<file path="config.mk">
export PLATFORM = sky130hd
export DESIGN_NAME = ex_stage
export DESIGN_NICKNAME = d
export VERILOG_FILES = /design/src/rtl/ex_stage_pkg.sv /design/src/rtl/ex_stage_div_iter.sv /design/src/rtl/ex_stage.sv
export SDC_FILE = /design/constraint.sdc
export NUM_CORES = 1
export LEC_CHECK = 0
export CORE_ASPECT_RATIO = 1.25
export CORE_UTILIZATION = 30
export DETAILED_ROUTE_END_ITERATION = 8
export PLACE_DENSITY_LB_ADDON = 0.25
export SETUP_SLACK_MARGIN = 0.05
export SYNTH_ARGS = -nofsm -noshare
export SYNTH_HDL_FRONTEND = slang
export SYNTH_SLANG_ARGS = --single-unit
</file>
<file path="constraint.sdc">
create_clock -name clk -period 3.5 [get_ports clk]
set_input_delay 0.7 -clock clk [delete_from_list [all_inputs] [get_ports clk]]
set_output_delay 0.7 -clock clk [all_outputs]
set_load 0.01 [all_outputs]
</file>
<file path="src/rtl/ex_stage_pkg.sv">
// Shared definitions for the EX stage: operation codes, result classes,
// divider states and datapath widths.
package ex_stage_pkg;

  localparam int REG_W      = 32;
  localparam int REG_ADDR_W = 5;
  localparam int ALUOP_W    = 8;
  localparam int ALUSEL_W   = 3;

  localparam logic [ALUOP_W-1:0] ALU_NOP  = 8'b0000_0000;
  localparam logic [ALUOP_W-1:0] ALU_AND  = 8'b0010_0100;
  localparam logic [ALUOP_W-1:0] ALU_OR   = 8'b0010_0101;
  localparam logic [ALUOP_W-1:0] ALU_XOR  = 8'b0010_0110;
  localparam logic [ALUOP_W-1:0] ALU_NOR  = 8'b0010_0111;
  localparam logic [ALUOP_W-1:0] ALU_SLL  = 8'b0111_1100;
  localparam logic [ALUOP_W-1:0] ALU_SRL  = 8'b0000_0010;
  localparam logic [ALUOP_W-1:0] ALU_SRA  = 8'b0000_0011;
  localparam logic [ALUOP_W-1:0] ALU_MOVZ = 8'b0000_1010;
  localparam logic [ALUOP_W-1:0] ALU_MOVN = 8'b0000_1011;
  localparam logic [ALUOP_W-1:0] ALU_MFHI = 8'b0001_0000;
  localparam logic [ALUOP_W-1:0] ALU_MTHI = 8'b0001_0001;
  localparam logic [ALUOP_W-1:0] ALU_MFLO = 8'b0001_0010;
  localparam logic [ALUOP_W-1:0] ALU_MTLO = 8'b0001_0011;
  localparam logic [ALUOP_W-1:0] ALU_DIV  = 8'b0001_1010;
  localparam logic [ALUOP_W-1:0] ALU_DIVU = 8'b0001_1011;

  localparam logic [ALUSEL_W-1:0] SEL_NOP   = 3'b000;
  localparam logic [ALUSEL_W-1:0] SEL_LOGIC = 3'b001;
  localparam logic [ALUSEL_W-1:0] SEL_SHIFT = 3'b010;
  localparam logic [ALUSEL_W-1:0] SEL_MOVE  = 3'b011;
  localparam logic [ALUSEL_W-1:0] SEL_ARITH = 3'b100;

  typedef enum logic [1:0] {
    DIV_FREE    = 2'b00,
    DIV_BY_ZERO = 2'b01,
    DIV_ON      = 2'b10,
    DIV_END     = 2'b11
  } div_state_e;

endpackage

</file>
<file path="src/rtl/ex_stage_div_iter.sv">
// Iterative restoring divider: one quotient bit per cycle, signed results
// fixed up from magnitudes when the result is presented.
module ex_stage_div_iter
  import ex_stage_pkg::*;
#(
  parameter int DIV_CYCLES = 32
) (
  input  logic               clk,
  input  logic               rst,
  input  logic               start,
  input  logic               signed_div,
  input  logic [REG_W-1:0]   opdata1,
  input  logic [REG_W-1:0]   opdata2,
  output logic [2*REG_W-1:0] result,
  output logic               ready
);

  localparam int CNT_W = $clog2(DIV_CYCLES);
  localparam logic [CNT_W-1:0] LAST_CNT = CNT_W'(DIV_CYCLES - 1);

  div_state_e       state, state_nx;
  logic [CNT_W-1:0] cnt;
  logic [REG_W-1:0] rem, quot, divisor;
  logic             neg_quot, neg_rem;
  logic [REG_W:0]   partial, diff;
  logic             ge;

  // Shift the next dividend bit into the partial remainder and trial-subtract.
  always_comb begin
    partial = {rem, quot[REG_W-1]};
    diff    = partial - {1'b0, divisor};
    ge      = ~diff[REG_W];
  end

  always_comb begin
    state_nx = state;
    case (state)
      DIV_FREE: begin
        if (start) state_nx = (opdata2 == '0) ? DIV_BY_ZERO : DIV_ON;
      end
      DIV_BY_ZERO: state_nx = start ? DIV_END : DIV_FREE;
      DIV_ON: begin
        if (!start)               state_nx = DIV_FREE;
        else if (cnt == LAST_CNT) state_nx = DIV_END;
      end
      DIV_END:  state_nx = DIV_FREE;
      default:  state_nx = DIV_FREE;
    endcase
  end

  always_ff @(posedge clk) begin
    if (rst) begin
      state    <= DIV_FREE;
      cnt      <= '0;
      rem      <= '0;
      quot     <= '0;
      divisor  <= '0;
      neg_quot <= 1'b0;
      neg_rem  <= 1'b0;
    end else begin
      state <= state_nx;
      case (state)
        DIV_FREE: begin
          if (start) begin
            cnt      <= '0;
            rem      <= '0;
            quot     <= (signed_div && opdata1[REG_W-1]) ? -opdata1 : opdata1;
            divisor  <= (signed_div && opdata2[REG_W-1]) ? -opdata2 : opdata2;
            neg_quot <= signed_div && (opdata1[REG_W-1] ^ opdata2[REG_W-1]);
            neg_rem  <= signed_div && opdata1[REG_W-1];
          end
        end
        DIV_BY_ZERO: begin
          rem      <= '0;
          quot     <= '0;
          neg_quot <= 1'b0;
          neg_rem  <= 1'b0;
        end
        DIV_ON: begin
          rem  <= ge ? diff[REG_W-1:0] : partial[REG_W-1:0];
          quot <= {quot[REG_W-2:0], ge};
          cnt  <= cnt + CNT_W'(1);
        end
        default: ;
      endcase
    end
  end

  // Quotient is negative when operand signs differ; remainder follows the dividend.
  always_comb begin
    ready  = (state == DIV_END);
    result = {neg_rem ? -rem : rem, neg_quot ? -quot : quot};
  end

endmodule

</file>
<file path="src/rtl/ex_stage.sv">
// MIPS execute stage: logic/shift/move ops, HI/LO access with MEM/WB
// forwarding, and a stalling multi-cycle divide.
module ex_stage
  import ex_stage_pkg::*;
#(
  parameter int DIV_CYCLES = 32
) (
  input  logic                  clk,
  input  logic                  rst,
  input  logic [ALUOP_W-1:0]    aluop_i,
  input  logic [ALUSEL_W-1:0]   alusel_i,
  input  logic [REG_W-1:0]      reg1_i,
  input  logic [REG_W-1:0]      reg2_i,
  input  logic [REG_ADDR_W-1:0] wd_i,
  input  logic                  wreg_i,
  input  logic [REG_W-1:0]      hi_i,
  input  logic [REG_W-1:0]      lo_i,
  input  logic                  mem_whilo_i,
  input  logic [REG_W-1:0]      mem_hi_i,
  input  logic [REG_W-1:0]      mem_lo_i,
  input  logic                  wb_whilo_i,
  input  logic [REG_W-1:0]      wb_hi_i,
  input  logic [REG_W-1:0]      wb_lo_i,
  output logic [REG_ADDR_W-1:0] wd_o,
  output logic                  wreg_o,
  output logic [REG_W-1:0]      wdata_o,
  output logic                  whilo_o,
  output logic [REG_W-1:0]      hi_o,
  output logic [REG_W-1:0]      lo_o,
  output logic                  stallreq_o
);

  logic               is_div, div_start, div_ready;
  logic [2*REG_W-1:0] div_result;
  logic [REG_W-1:0]   hi_eff, lo_eff;
  logic [REG_W-1:0]   logic_res, shift_res, move_res;

  assign is_div    = (aluop_i == ALU_DIV) || (aluop_i == ALU_DIVU);
  assign div_start = is_div && !div_ready;

  ex_stage_div_iter #(
    .DIV_CYCLES (DIV_CYCLES)
  ) u_div (
    .clk        (clk),
    .rst        (rst),
    .start      (div_start),
    .signed_div (aluop_i == ALU_DIV),
    .opdata1    (reg1_i),
    .opdata2    (reg2_i),
    .result     (div_result),
    .ready      (div_ready)
  );

  // Youngest in-flight HI/LO write wins over the architectural copy.
  always_comb begin
    hi_eff = hi_i;
    lo_eff = lo_i;
    if (mem_whilo_i) begin
      hi_eff = mem_hi_i;
      lo_eff = mem_lo_i;
    end else if (wb_whilo_i) begin
      hi_eff = wb_hi_i;
      lo_eff = wb_lo_i;
    end
  end

  always_comb begin
    logic_res = '0;
    shift_res = '0;
    move_res  = '0;
    case (aluop_i)
      ALU_OR:   logic_res = reg1_i | reg2_i;
      ALU_AND:  logic_res = reg1_i & reg2_i;
      ALU_XOR:  logic_res = reg1_i ^ reg2_i;
      ALU_NOR:  logic_res = ~(reg1_i | reg2_i);
      ALU_SLL:  shift_res = reg2_i << reg1_i[4:0];
      ALU_SRL:  shift_res = reg2_i >> reg1_i[4:0];
      ALU_SRA:  shift_res = $signed(reg2_i) >>> reg1_i[4:0];
      ALU_MFHI: move_res  = hi_eff;
      ALU_MFLO: move_res  = lo_eff;
      ALU_MOVN, ALU_MOVZ: move_res = reg1_i;
      default: ;
    endcase
  end

  // Everything here is combinational so decode sees the EX result in the same cycle.
  always_comb begin
    wd_o       = '0;
    wreg_o     = 1'b0;
    wdata_o    = '0;
    whilo_o    = 1'b0;
    hi_o       = '0;
    lo_o       = '0;
    stallreq_o = 1'b0;
    if (!rst) begin
      wd_o   = wd_i;
      wreg_o = wreg_i;
      case (alusel_i)
        SEL_LOGIC: wdata_o = logic_res;
        SEL_SHIFT: wdata_o = shift_res;
        SEL_MOVE:  wdata_o = move_res;
        default:   wdata_o = '0;
      endcase
      case (aluop_i)
        ALU_MTHI: begin
          whilo_o = 1'b1;
          hi_o    = reg1_i;
          lo_o    = lo_eff;
        end
        ALU_MTLO: begin
          whilo_o = 1'b1;
          hi_o    = hi_eff;
          lo_o    = reg1_i;
        end
        ALU_DIV, ALU_DIVU: begin
          if (div_ready) begin
            whilo_o = 1'b1;
            hi_o    = div_result[2*REG_W-1:REG_W];
            lo_o    = div_result[REG_W-1:0];
          end else begin
            stallreq_o = 1'b1;
          end
        end
        default: ;
      endcase
    end
  end

endmodule

</file>
==> reports/summary.txt <==
detailed placement HPWL - 93430 um
crit share post-route - 116.9%
clock sinks - 105
Chip Height - 279.6 um
total power draw - 0.008512 W
crit path capture type - output port
power per cell area - 268.9 nW/um^2
Post-Synth Adder-Cell Area - 7.482%
flops & latches, synth - 105
Clock Power Share - 13.0%
Die X - 224.1 um
RD Place Congestion - 1.057
Pleak - 13.32 nW
Max-slew headroom - 44.05%
first-pass GRT wire length - 166400 um
final critical-path required period - 4.093 ns
Top FF cell, synth - dfxtp_1
DR WL/cell - 26.28 um
commonest non-fill, non-tap cell in the layout - buf_4
# hold bufs at CTS - 0
commonest non-fill, non-tap cells in the layout - buf_4 (660), nor2_1 (341), clkdlybuf4s50_1 (229), nand2_1 (198), a21oi_1 (164)
Hold WC Path Type - register to register
register area share after synthesis - 11.36%
Antenna Nets Post-Route - 0
asr flop ratio synth - 0%
Initial Util - 30.43%
dpl cells - 4288
io pins - 381
row cnt - 101
CTS Buf Count - 9
Max Cap Viol - 0
failing checks - negative setup slack
logic gate share of total power - 69.5%
syn nets - 3002
Arr. time, crit path - 3.39 ns
Vias - 25414
largest net degree at the start of global routing - 64
RSZ-0062 raised after global routing - true
Final Hold Viols - 0
achievable clock frequency - 244.3 MHz
Layout area overhead - 71.16%
Final Net Count - 3974
path depth of the worst reg2reg path - 12
Pins Over Slew Limit - 0
Pint - 0.004662 W
clock skew - 0.008526 ns
Clock Latency Late Sink - 0.38 ns
DIE AREA - 62660 um^2
simple-gate share of the synthesized area - 19.31%
layout cell share with drive strength beyond 1 - 38.84%
WS Path Type - register to output port
core area - 60780 um^2
crit path launch type - register
Compound-Gate Fraction of Synth Area - 27.26%
VDD IR max - 0.2610 mV
clk buf depth - 2
drt via density - 5.754
register share of total power - 17.5%
Syn Area/Cell - 7.073 um^2
net switching power - 0.003851 W
switch share - 45.24%
worst-path fanout max - 3
drt first pass iters - 8
largest family of logic cells by synthesized area - compound AO/OA/AOI/OAI gates
Root Driver - clkbuf_16
Worst-Margin Slew - 0.8382 ns
Synth cell types - 84
Total GRT Usage - 35.96%
Total Routed Length - 116100 um
total grt overflow - 0
DRT iter0 DRCs - 2494
XOR/XNOR Fraction of Synth Area - 8.138%
yosys warns - 0
Cells after Synth - 2615
initial antenna violation count - 3
clock slew at reported path FFs - 0.08 ns
Post-synth EDFFs - 0
H-tree depth - 3
vias in the first global route - 24999
final cell count without fillers - 4417
CTS tree - done
WP data required - 2.80 ns
Final Setup Violations - 30
Hold Path Cell Cnt - 2
Mapped Area - 18500 um^2
run status - complete, but fails checks
fraction of synthesized area in multiplexers - 19.32%
PnR worst setup slack - -0.5930 ns
DRC - 0
PortBufs - 380
==> power by group through the flow <==
stage	Sequential, W	Combinational (W)	Clock (W)
finish	0.00149	0.00592	0.00111
global route	0.00150	0.00621	0.00116
CTS	0.00146	0.00546	0.00112
detailed placement	0.00147	0.00498	0
global placement	0.00146	0.00492	0
floorplan	0.00148	0.00249	0
==> synth_stat cells, types with 16 or more instances <==
| cell | instances | area share, % |
|---|---|---|
| a211oi_1 | 51 | 2.1 |
| a21oi_1 | 238 | 6.4 |
| a22oi_1 | 61 | 2.5 |
| a31oi_1 | 17 | 0.57 |
| buf_1 | 31 | 0.63 |
| clkbuf_1 | 193 | 3.9 |
| dfxtp_1 | 105 | 11 |
| ha_1 | 109 | 7.4 |
| inv_1 | 112 | 2.3 |
| mux2_2 | 48 | 2.9 |
| mux2i_1 | 177 | 9.6 |
| mux4_2 | 56 | 6.8 |
| nand2_1 | 210 | 4.3 |
| nand2b_1 | 17 | 0.57 |
| nand3_1 | 27 | 0.73 |
| nor2_1 | 387 | 7.9 |
| nor2b_1 | 19 | 0.64 |
| nor3_1 | 30 | 0.81 |
| o211ai_1 | 41 | 1.7 |
| o21ai_0 | 182 | 4.9 |
| o22ai_1 | 41 | 1.4 |
| o31ai_1 | 29 | 1.2 |
| o41ai_1 | 22 | 1.0 |
| or4_1 | 16 | 0.65 |
| xnor2_1 | 143 | 6.8 |
| xor2_1 | 27 | 1.3 |
==> flip-flops by register name, indices dropped and copies added, names as in the netlist <==
name,flops
u_div.cnt,5
u_div.neg_quot,1
u_div.rem,32
u_div.state,2
u_div.quot,32
u_div.neg_rem,1
u_div.divisor,32
==> stage by stage <==
| step | utilization (%) | setup TNS, ns | setup slack (ns) | instance area (um^2) | hold WS, ns |
|---|---|---|---|---|---|
| after global routing | 52.08 | -11.95 | -0.6821 | 31660 | 0.5072 |
| after global placement | 46.51 | -67.51 | -1.018 | 28270 | 0.4603 |
| after detailed placement | 46.51 | -70.70 | -0.9925 | 28270 | 0.4640 |
| after CTS | 50.61 | -9.402 | -0.5915 | 30760 | 0.4780 |
| after floorplan | - | 0 | 0.03427 | 18540 | 0.4319 |
| final | 52.08 | -9.045 | -0.5930 | 31660 | 0.4743 |
==> worst max-delay path, stage by stage (launching register included) <==
cell and delay [ns]:
dfxtp_2 0.33, or4_4 0.53, or4_4 0.51, or3b_4 0.42, or4_4 0.46, o41ai_4 0.23
xor2_1 0.25, o22ai_2 0.13, buf_2 0.16
==> worst paths after layout <==
check                    from          endpoint  slack (ns)
max              u_div.rem[2]          hi_o[25]       -0.59
min          u_div.divisor[0]  u_div.divisor[0]        0.47
max reg2reg     u_div.rem[12]      u_div.rem[1]        0.20
min reg2reg  u_div.divisor[0]  u_div.divisor[0]        0.47
==> cells by family after synthesis <==
family,after synthesis
DFF,105
and+or+nand+nor,805
xor gates and xnor gates,171
adders and majority gates,110
AOI/OAI and AO/OA,796
buffers and inverters,347
muxes,281
==> per-layer routing <==
layer,part of all wire [%],vias up,track usage (%),wire length [um]
met5,0.0060,-,0,7
li1,-,11444,-,-
met2,46,1353,60.00,53540
met4,7.9,2,22.36,9181
met3,6.9,376,4.720,7980
met1,39,12239,43.64,45380
==> final cells by class <==
class | instances | area, um^2
flip-flops and latches | 105 | 2108
clock inverters | 7 | 88.84
diodes | 1 | 2.502
inverters | 115 | 435.4
clock buffers | 9 | 225.2
fillers | 5880 | 29130
repair buffers | 1193 | 10680
multi-input cells | 2163 | 17090
well taps | 824 | 1031
==> what timing repair did <==
action                                  4_1_cts  5_1_grt
resized for setup                           837      239
setup buffers                                87       29
gates cloned                                 13        0
endpoints found under the setup margin      116      122
pin swaps                                   137      129
Note: power is estimated with default switching activity, not from simulation.
